===== config.mk =====
export PLATFORM = sky130hd
export DESIGN_NAME = cxu_mac_unit
export DESIGN_NICKNAME = d
export VERILOG_FILES = /design/src/rtl/cxu_types.sv /design/src/rtl/cxu_serial_mul.sv /design/src/rtl/cxu_mac_unit.sv
export SDC_FILE = /design/constraint.sdc
export NUM_CORES = 1
export LEC_CHECK = 0
export ABC_CLOCK_PERIOD_IN_PS = 9000
export CAP_MARGIN = 15
export CORE_MARGIN = 5
export CORE_UTILIZATION = 54
export DETAILED_ROUTE_END_ITERATION = 8
export GPL_TIMING_DRIVEN = 0
export HOLD_SLACK_MARGIN = 0.1
export PLACE_DENSITY = 0.87
export SLEW_MARGIN = 15
export SYNTH_ARGS = -nofsm -noshare
export SYNTH_HDL_FRONTEND = slang
export SYNTH_SLANG_ARGS = --single-unit

===== constraint.sdc =====
create_clock -name clk -period 9 [get_ports clk]
set_input_delay 1.35 -clock clk [delete_from_list [all_inputs] [get_ports clk]]
set_output_delay 1.35 -clock clk [all_outputs]
set_load 0.05 [all_outputs]

===== src/rtl/cxu_types.sv =====
// Shared CXU interface widths, function codes and response status codes.
package cxu_types;

  localparam int C_M_CXU_REQ_ID_W   = 3;
  localparam int C_M_CXU_CXU_ID_W   = 4;
  localparam int C_M_CXU_STATE_ID_W = 3;
  localparam int C_M_CXU_FUNC_ID_W  = 3;
  localparam int C_M_CXU_INSN_W     = 32;
  localparam int C_M_CXU_DATA_W     = 32;
  localparam int C_M_CXU_STATUS_W   = 3;

  localparam logic [C_M_CXU_FUNC_ID_W-1:0] CXU_FUNC_ADD    = 3'd0;
  localparam logic [C_M_CXU_FUNC_ID_W-1:0] CXU_FUNC_MUL    = 3'd1;
  localparam logic [C_M_CXU_FUNC_ID_W-1:0] CXU_FUNC_MAC    = 3'd2;
  localparam logic [C_M_CXU_FUNC_ID_W-1:0] CXU_FUNC_RDACC  = 3'd3;
  localparam logic [C_M_CXU_FUNC_ID_W-1:0] CXU_FUNC_CLRACC = 3'd4;

  localparam logic [C_M_CXU_STATUS_W-1:0] CXU_STATUS_OK  = 3'd0;
  localparam logic [C_M_CXU_STATUS_W-1:0] CXU_STATUS_ERR = 3'd1;

  // Functions that address an accumulator context.
  function automatic logic uses_acc(input logic [C_M_CXU_FUNC_ID_W-1:0] func);
    return (func == CXU_FUNC_MAC) || (func == CXU_FUNC_RDACC) || (func == CXU_FUNC_CLRACC);
  endfunction

endpackage


===== src/rtl/cxu_serial_mul.sv =====
// Radix-2 shift-add multiplier: one multiplier bit per cycle, always W cycles.
module cxu_serial_mul #(
  parameter int W = 32
) (
  input  logic         clk,
  input  logic         rst,
  input  logic         start,
  input  logic [W-1:0] a,
  input  logic [W-1:0] b,
  output logic         done,
  output logic [W-1:0] product
);

  localparam int CNT_W = (W > 1) ? $clog2(W) : 1;

  logic [W-1:0]     mcand_reg;
  logic [W-1:0]     mplier_reg;
  logic [W-1:0]     acc_reg;
  logic [CNT_W-1:0] cnt_reg;
  logic             busy_reg;
  logic [W-1:0]     step_sum;

  // Partial sum including the current multiplier bit; on the last step this is the product.
  assign step_sum = acc_reg + (mplier_reg[0] ? mcand_reg : '0);
  assign done     = busy_reg && (cnt_reg == CNT_W'(W - 1));
  assign product  = step_sum;

  // Load operands on start, then consume one multiplier bit per cycle.
  always_ff @(posedge clk or posedge rst) begin
    if (rst) begin
      mcand_reg  <= '0;
      mplier_reg <= '0;
      acc_reg    <= '0;
      cnt_reg    <= '0;
      busy_reg   <= 1'b0;
    end else if (start) begin
      mcand_reg  <= a;
      mplier_reg <= b;
      acc_reg    <= '0;
      cnt_reg    <= '0;
      busy_reg   <= 1'b1;
    end else if (busy_reg) begin
      acc_reg    <= step_sum;
      mcand_reg  <= mcand_reg << 1;
      mplier_reg <= mplier_reg >> 1;
      if (cnt_reg == CNT_W'(W - 1)) begin
        busy_reg <= 1'b0;
        cnt_reg  <= '0;
      end else begin
        cnt_reg <= cnt_reg + 1'b1;
      end
    end
  end

endmodule


===== src/rtl/cxu_mac_unit.sv =====
// CXU multiply/accumulate unit with per-context accumulators and an iterative multiplier.
module cxu_mac_unit
  import cxu_types::*;
#(
  parameter int CXU_ID     = 0,
  parameter int NUM_STATES = 4
) (
  input  logic                          clk,
  input  logic                          rst,
  input  logic                          cxu_req_valid,
  output logic                          cxu_req_ready,
  input  logic [C_M_CXU_REQ_ID_W-1:0]   cxu_req_id,
  input  logic [C_M_CXU_CXU_ID_W-1:0]   cxu_req_cxu,
  input  logic [C_M_CXU_STATE_ID_W-1:0] cxu_req_state,
  input  logic [C_M_CXU_FUNC_ID_W-1:0]  cxu_req_func,
  input  logic [C_M_CXU_INSN_W-1:0]     cxu_req_insn,
  input  logic [C_M_CXU_DATA_W-1:0]     cxu_req_data0,
  input  logic [C_M_CXU_DATA_W-1:0]     cxu_req_data1,
  output logic                          cxu_resp_valid,
  input  logic                          cxu_resp_ready,
  output logic [C_M_CXU_REQ_ID_W-1:0]   cxu_resp_id,
  output logic [C_M_CXU_STATUS_W-1:0]   cxu_resp_status,
  output logic [C_M_CXU_DATA_W-1:0]     cxu_resp_data
);

  typedef enum logic [1:0] {IDLE, MUL, RESP} state_t;

  localparam int DW = C_M_CXU_DATA_W;
  localparam int SW = C_M_CXU_STATE_ID_W;

  state_t state_reg, state_next;

  logic [C_M_CXU_REQ_ID_W-1:0]  id_reg;
  logic [C_M_CXU_FUNC_ID_W-1:0] func_reg;
  logic [SW-1:0]                sel_reg;
  logic [C_M_CXU_REQ_ID_W-1:0]  resp_id_reg, resp_id_next;
  logic [C_M_CXU_STATUS_W-1:0]  resp_status_reg, resp_status_next;
  logic [DW-1:0]                resp_data_reg, resp_data_next;

  logic [DW-1:0] acc_reg [NUM_STATES];
  logic          acc_we;
  logic [SW-1:0] acc_wsel;
  logic [DW-1:0] acc_wdata;
  logic [DW-1:0] acc_rd_req;
  logic [DW-1:0] acc_rd_sel;

  logic          accept;
  logic          req_err;
  logic          mul_start;
  logic          mul_done;
  logic [DW-1:0] mul_product;
  logic [DW-1:0] mac_sum;
  logic          unused_insn;

  // The raw instruction word carries nothing this unit decodes.
  assign unused_insn = ^cxu_req_insn;

  assign cxu_req_ready   = (state_reg == IDLE);
  assign cxu_resp_valid  = (state_reg == RESP);
  assign cxu_resp_id     = resp_id_reg;
  assign cxu_resp_status = resp_status_reg;
  assign cxu_resp_data   = resp_data_reg;
  assign accept          = cxu_req_valid && cxu_req_ready;

  assign req_err = (cxu_req_cxu != C_M_CXU_CXU_ID_W'(CXU_ID))
                || (cxu_req_func > CXU_FUNC_CLRACC)
                || (uses_acc(cxu_req_func) && (int'(cxu_req_state) >= NUM_STATES));

  assign mac_sum = acc_rd_sel + mul_product;

  // Accumulator read ports: one for the incoming request, one for the latched context.
  always_comb begin
    acc_rd_req = '0;
    acc_rd_sel = '0;
    for (int i = 0; i < NUM_STATES; i++) begin
      if (cxu_req_state == SW'(i)) acc_rd_req = acc_reg[i];
      if (sel_reg == SW'(i))       acc_rd_sel = acc_reg[i];
    end
  end

  cxu_serial_mul #(.W(DW)) u_mul (
    .clk     (clk),
    .rst     (rst),
    .start   (mul_start),
    .a       (cxu_req_data0),
    .b       (cxu_req_data1),
    .done    (mul_done),
    .product (mul_product)
  );

  // FSM state register.
  always_ff @(posedge clk or posedge rst) begin
    if (rst) state_reg <= IDLE;
    else     state_reg <= state_next;
  end

  // Next state, response fields and accumulator write control.
  always_comb begin
    state_next       = state_reg;
    mul_start        = 1'b0;
    acc_we           = 1'b0;
    acc_wsel         = sel_reg;
    acc_wdata        = '0;
    resp_id_next     = resp_id_reg;
    resp_status_next = resp_status_reg;
    resp_data_next   = resp_data_reg;
    case (state_reg)
      IDLE: begin
        if (cxu_req_valid) begin
          if (req_err) begin
            state_next       = RESP;
            resp_id_next     = cxu_req_id;
            resp_status_next = CXU_STATUS_ERR;
            resp_data_next   = '0;
          end else if (cxu_req_func == CXU_FUNC_MUL || cxu_req_func == CXU_FUNC_MAC) begin
            state_next = MUL;
            mul_start  = 1'b1;
          end else begin
            state_next       = RESP;
            resp_id_next     = cxu_req_id;
            resp_status_next = CXU_STATUS_OK;
            if (cxu_req_func == CXU_FUNC_ADD) begin
              resp_data_next = cxu_req_data0 + cxu_req_data1;
            end else begin
              resp_data_next = acc_rd_req;
              if (cxu_req_func == CXU_FUNC_CLRACC) begin
                acc_we   = 1'b1;
                acc_wsel = cxu_req_state;
              end
            end
          end
        end
      end
      MUL: begin
        if (mul_done) begin
          state_next       = RESP;
          resp_id_next     = id_reg;
          resp_status_next = CXU_STATUS_OK;
          if (func_reg == CXU_FUNC_MAC) begin
            resp_data_next = mac_sum;
            acc_we         = 1'b1;
            acc_wdata      = mac_sum;
          end else begin
            resp_data_next = mul_product;
          end
        end
      end
      RESP: begin
        if (cxu_resp_ready) state_next = IDLE;
      end
      default: state_next = IDLE;
    endcase
  end

  // Request capture on accept and registered response fields.
  always_ff @(posedge clk or posedge rst) begin
    if (rst) begin
      id_reg          <= '0;
      func_reg        <= '0;
      sel_reg         <= '0;
      resp_id_reg     <= '0;
      resp_status_reg <= '0;
      resp_data_reg   <= '0;
    end else begin
      if (accept) begin
        id_reg   <= cxu_req_id;
        func_reg <= cxu_req_func;
        sel_reg  <= cxu_req_state;
      end
      resp_id_reg     <= resp_id_next;
      resp_status_reg <= resp_status_next;
      resp_data_reg   <= resp_data_next;
    end
  end

  // One accumulator register per context.
  generate
    for (genvar gi = 0; gi < NUM_STATES; gi++) begin : g_acc
      always_ff @(posedge clk or posedge rst) begin
        if (rst)                                   acc_reg[gi] <= '0;
        else if (acc_we && (acc_wsel == SW'(gi)))  acc_reg[gi] <= acc_wdata;
      end
    end
  endgenerate

endmodule

==> results.py <==
metrics = {
    "setup_path": {
        "crit_chain": "buf_2, buf_1, buf_1, mux4_2, nor2b_1, ha_1, o21ai_0, nor2_1, o21ai_0, o31ai_1, o221a_2, mux2i_1, o21bai_1, a31oi_1, xnor2_1, o21ai_0, a21oi_1, o21ai_0",
        "required_ns": 9.43,
        "critPathMaxStageDelay_ns": 0.72,
        "crit_path_end_kind": "flip-flop",
        "cp.arrival_ns": 7.15,
        "cp_max_fo": 10,
        "critPathKind": "flip-flop to flip-flop",
        "slowest_stage": "buf_1",
        "critPathLaunchType": "flip-flop",
        "path_buf_inv": 3,
        "crit_top_cell": "o21ai_0",
        "critPathTopFamily": "compound AO/OA/AOI/OAI gates",
    },
    "cts": {
        "clkTransAtPathRegs_ns": 0.06,
        "cts_sinks": 277,
        "postCtsSetupRepairBufs": 0,
        "clk_path_buf_depth": 3,
        "ctsHoldBuffers": 0,
        "cts_root_buf": "clkbuf_16",
        "cts_resized": 0,
        "htreeDepth": 1,
        "cts_tree": "done",
        "clk_latency_ns": 0.58,
        "cts_buffers": 30,
    },
    "yosys": {
        "synth_area_um2": 18690,
        "synth_edf_count": 0,
        "syn_avg_cell_area_um2": 9.385,
        "synthFlopType": "dfrtp_1",
        "seq_area_frac_synth": 0.3708,
        "yosysTopAreaCellShare": 0.3708,
        "synth_area_leader_cell": "dfrtp_1",
        "ys_top_cells_by_area": "dfrtp_1, mux4_2, nand2_1",
        "synthArstFlopShare": 1.000,
        "synth_cell_types": 87,
        "ys_seq_elements": 277,
        "yosys_warnings": 0,
        "synthCells": 1992,
    },
    "routing": {
        "via_per_inst": 6.414,
        "drt_iter0_drc": 1930,
        "routed_wl_um": 60620,
        "via_count": 16793,
        "dr.pass1.iters": 8,
        "wire_per_inst_um": 23.15,
        "ant_nets": 0,
        "drc": 0,
    },
    "timing": {
        "hold_viol_final": 0,
        "rsz0062_at_grt": "no",
        "maxClockFrequency_mhz": 148.7,
        "final.min_clock_period_ns": 6.724,
        "finalCritPeriodShare": 0.7471,
        "clock-skew-final_ns": 0.02549,
        "worst_pin_slew_ns": 1.130,
        "relSlewSlack": 0.2465,
        "maxSlewViolCount": 0,
        "hold_ws_ns": 0.4872,
        "tns_ns": 0,
        "setup-violations-final": 0,
    },
    "floorplanning": {
        "num_rows": 68,
        "dieHeight_um": 196.1,
        "die_x_um": 196.1,
        "core_um2": 34370,
        "start_util": 0.5439,
        "io-pin-count": 153,
        "dieArea_um2": 38440,
    },
    "pwr": {
        "power_density_nw_per_um2": 336.5,
        "p_leak_nw": 8.684,
        "ir_worst_vdd_mv": 0.2084,
    },
    "global_route": {
        "grt_first_pass_wirelength_um": 94080,
        "grt_pass1_vias": 17076,
        "antenna_found_initial": 2,
        "grt_usage": 0.3067,
        "grt-ovfl-total": 0,
        "grt_start_max_net_pins": 107,
    },
    "finish": {
        "post_route_cells_drive_above_1_share": 0.07074,
        "areaGrowthSynthToFinish_pct": 14.66,
        "n_antenna_cell": 0,
        "largest_reg_flops": 128,
        "nNetsFinal": 2354,
    },
    "hold_path": {
        "hp-class": "flip-flop to flip-flop",
    },
    "placed_design": {
        "dp.final_hpwl_um": 45950,
        "gp_congestion": 0.9850,
        "portBuffers": 116,
    },
    "run_status": {
        "status": "finished clean",
    },
    "flow_run": {
        "max_cap_violations": 0,
    },
}
-- power by group --
part / internal [mW] / switching, mW
Clock: 0.674 / 0.529
Combinational: 1.64 / 2.75
Sequential: 1.46 / 0.158
Total: 3.78 / 3.43
-- per-layer routing --
layer	vias up	track usage	share of wire
met5	-	0	0.00043
met4	4	0.1347	0.051
met3	197	0.05324	0.084
met2	913	0.5040	0.47
met1	8159	0.4012	0.40
li1	7520	-	-
-- worst reg2reg max path, stage by stage (launching register included) --
cell	delay [ns]
dfrtp_1	0.46
buf_2	0.33
buf_1	0.58
buf_1	0.72
mux4_2	0.62
nor2b_1	0.15
ha_1	0.38
o21ai_0	0.11
nor2_1	0.21
o21ai_0	0.26
o31ai_1	0.72
o221a_2	0.32
mux2i_1	0.10
o21bai_1	0.38
a31oi_1	0.18
xnor2_1	0.54
o21ai_0	0.15
a21oi_1	0.26
o21ai_0	0.11
-- layout make-up --
cell class | count | area [µm²]
fill | 2756 | 12940
timing repair buffer | 118 | 1216
tap | 455 | 569.3
multi-input combinational | 1570 | 11200
sequential | 277 | 6932
buffer | 120 | 475.5
clock inverter | 8 | 56.30
clock buffer | 44 | 883.3
inverter | 26 | 105.1
-- metrics by stage --
stage                     cell area, µm²    util  cells  worst slack, ns  power [mW]
after global placement             20430  0.5943   2564           -3.166       5.773
after global routing               21440  0.6236   2618            1.746       7.643
final                              21440  0.6236   2618            2.276       7.212
after CTS                          21440  0.6236   2618            2.362       7.114
after detailed placement           20500  0.5963   2566            2.405       5.891
after floorplan                    18700       -   1993          0.01287       4.782
-- cells in the final DEF, fill, tap and decap left out, drive strengths merged, types with 36 or more instances in the layout --
master and instances:
o21ai 224, nand2 325, ha 95, dfrtp 277
nor2b 36, clkdlybuf4s50 116, nor2 118, mux2i 117
clkbuf 146, xnor2 72, and2 39, a21o 36
a21oi 93, mux4 62
-- synthesized netlist by cell type (8+ instances only) --
| cell | instances |
|---|---|
| mux4_2 | 62 |
| o21a_1 | 34 |
| nor2b_1 | 36 |
| o221ai_1 | 19 |
| dfrtp_1 | 277 |
| ha_1 | 95 |
| mux2i_1 | 116 |
| a21oi_1 | 92 |
| xor2_1 | 27 |
| nand4_1 | 10 |
| nor2_1 | 118 |
| inv_1 | 26 |
| o21bai_1 | 8 |
| and2_1 | 39 |
| a22oi_1 | 26 |
| nand3_1 | 19 |
| and3_1 | 8 |
| nor3_1 | 20 |
| a31oi_1 | 18 |
| o31ai_1 | 25 |
| clkbuf_1 | 100 |
| a211oi_1 | 15 |
| buf_1 | 11 |
| a21o_1 | 36 |
| nand2_1 | 325 |
| nand2b_1 | 15 |
| o21ai_0 | 211 |
| xnor2_1 | 71 |
| o211ai_1 | 10 |
-- cell families after synthesis --
| family | after synthesis | share of synthesized area |
|---|---|---|
| AND/OR/NAND/NOR | 629 | 0.1514 |
| other | 1 | 0.0002006 |
| XOR/XNOR | 101 | 0.04946 |
| AO/OA/AOI/OAI | 559 | 0.1920 |
| adder cells (fa/ha/maj) | 98 | 0.06680 |
| multiplexers | 181 | 0.1387 |
| flip-flops | 277 | 0.3708 |
| buffers and inverters | 146 | 0.03065 |
-- final timing paths --
kind                            startpoint                  end  slack [ns]  cells after the start
max in group asynchronous              rst          acc_reg[90]        6.77                      3
worst max-delay path            sel_reg[0]    cxu_resp_data[21]        2.28                     18
worst max register to register  sel_reg[0]    cxu_resp_data[21]        2.28                     18
worst min register to register   id_reg[1]            id_reg[1]        0.49                      2
worst min-delay path             id_reg[1]            id_reg[1]        0.49                      2
min in group asynchronous              rst  u_mul.mplier_reg[0]        1.25                      2
Note: power is estimated with default switching activity, not from simulation.
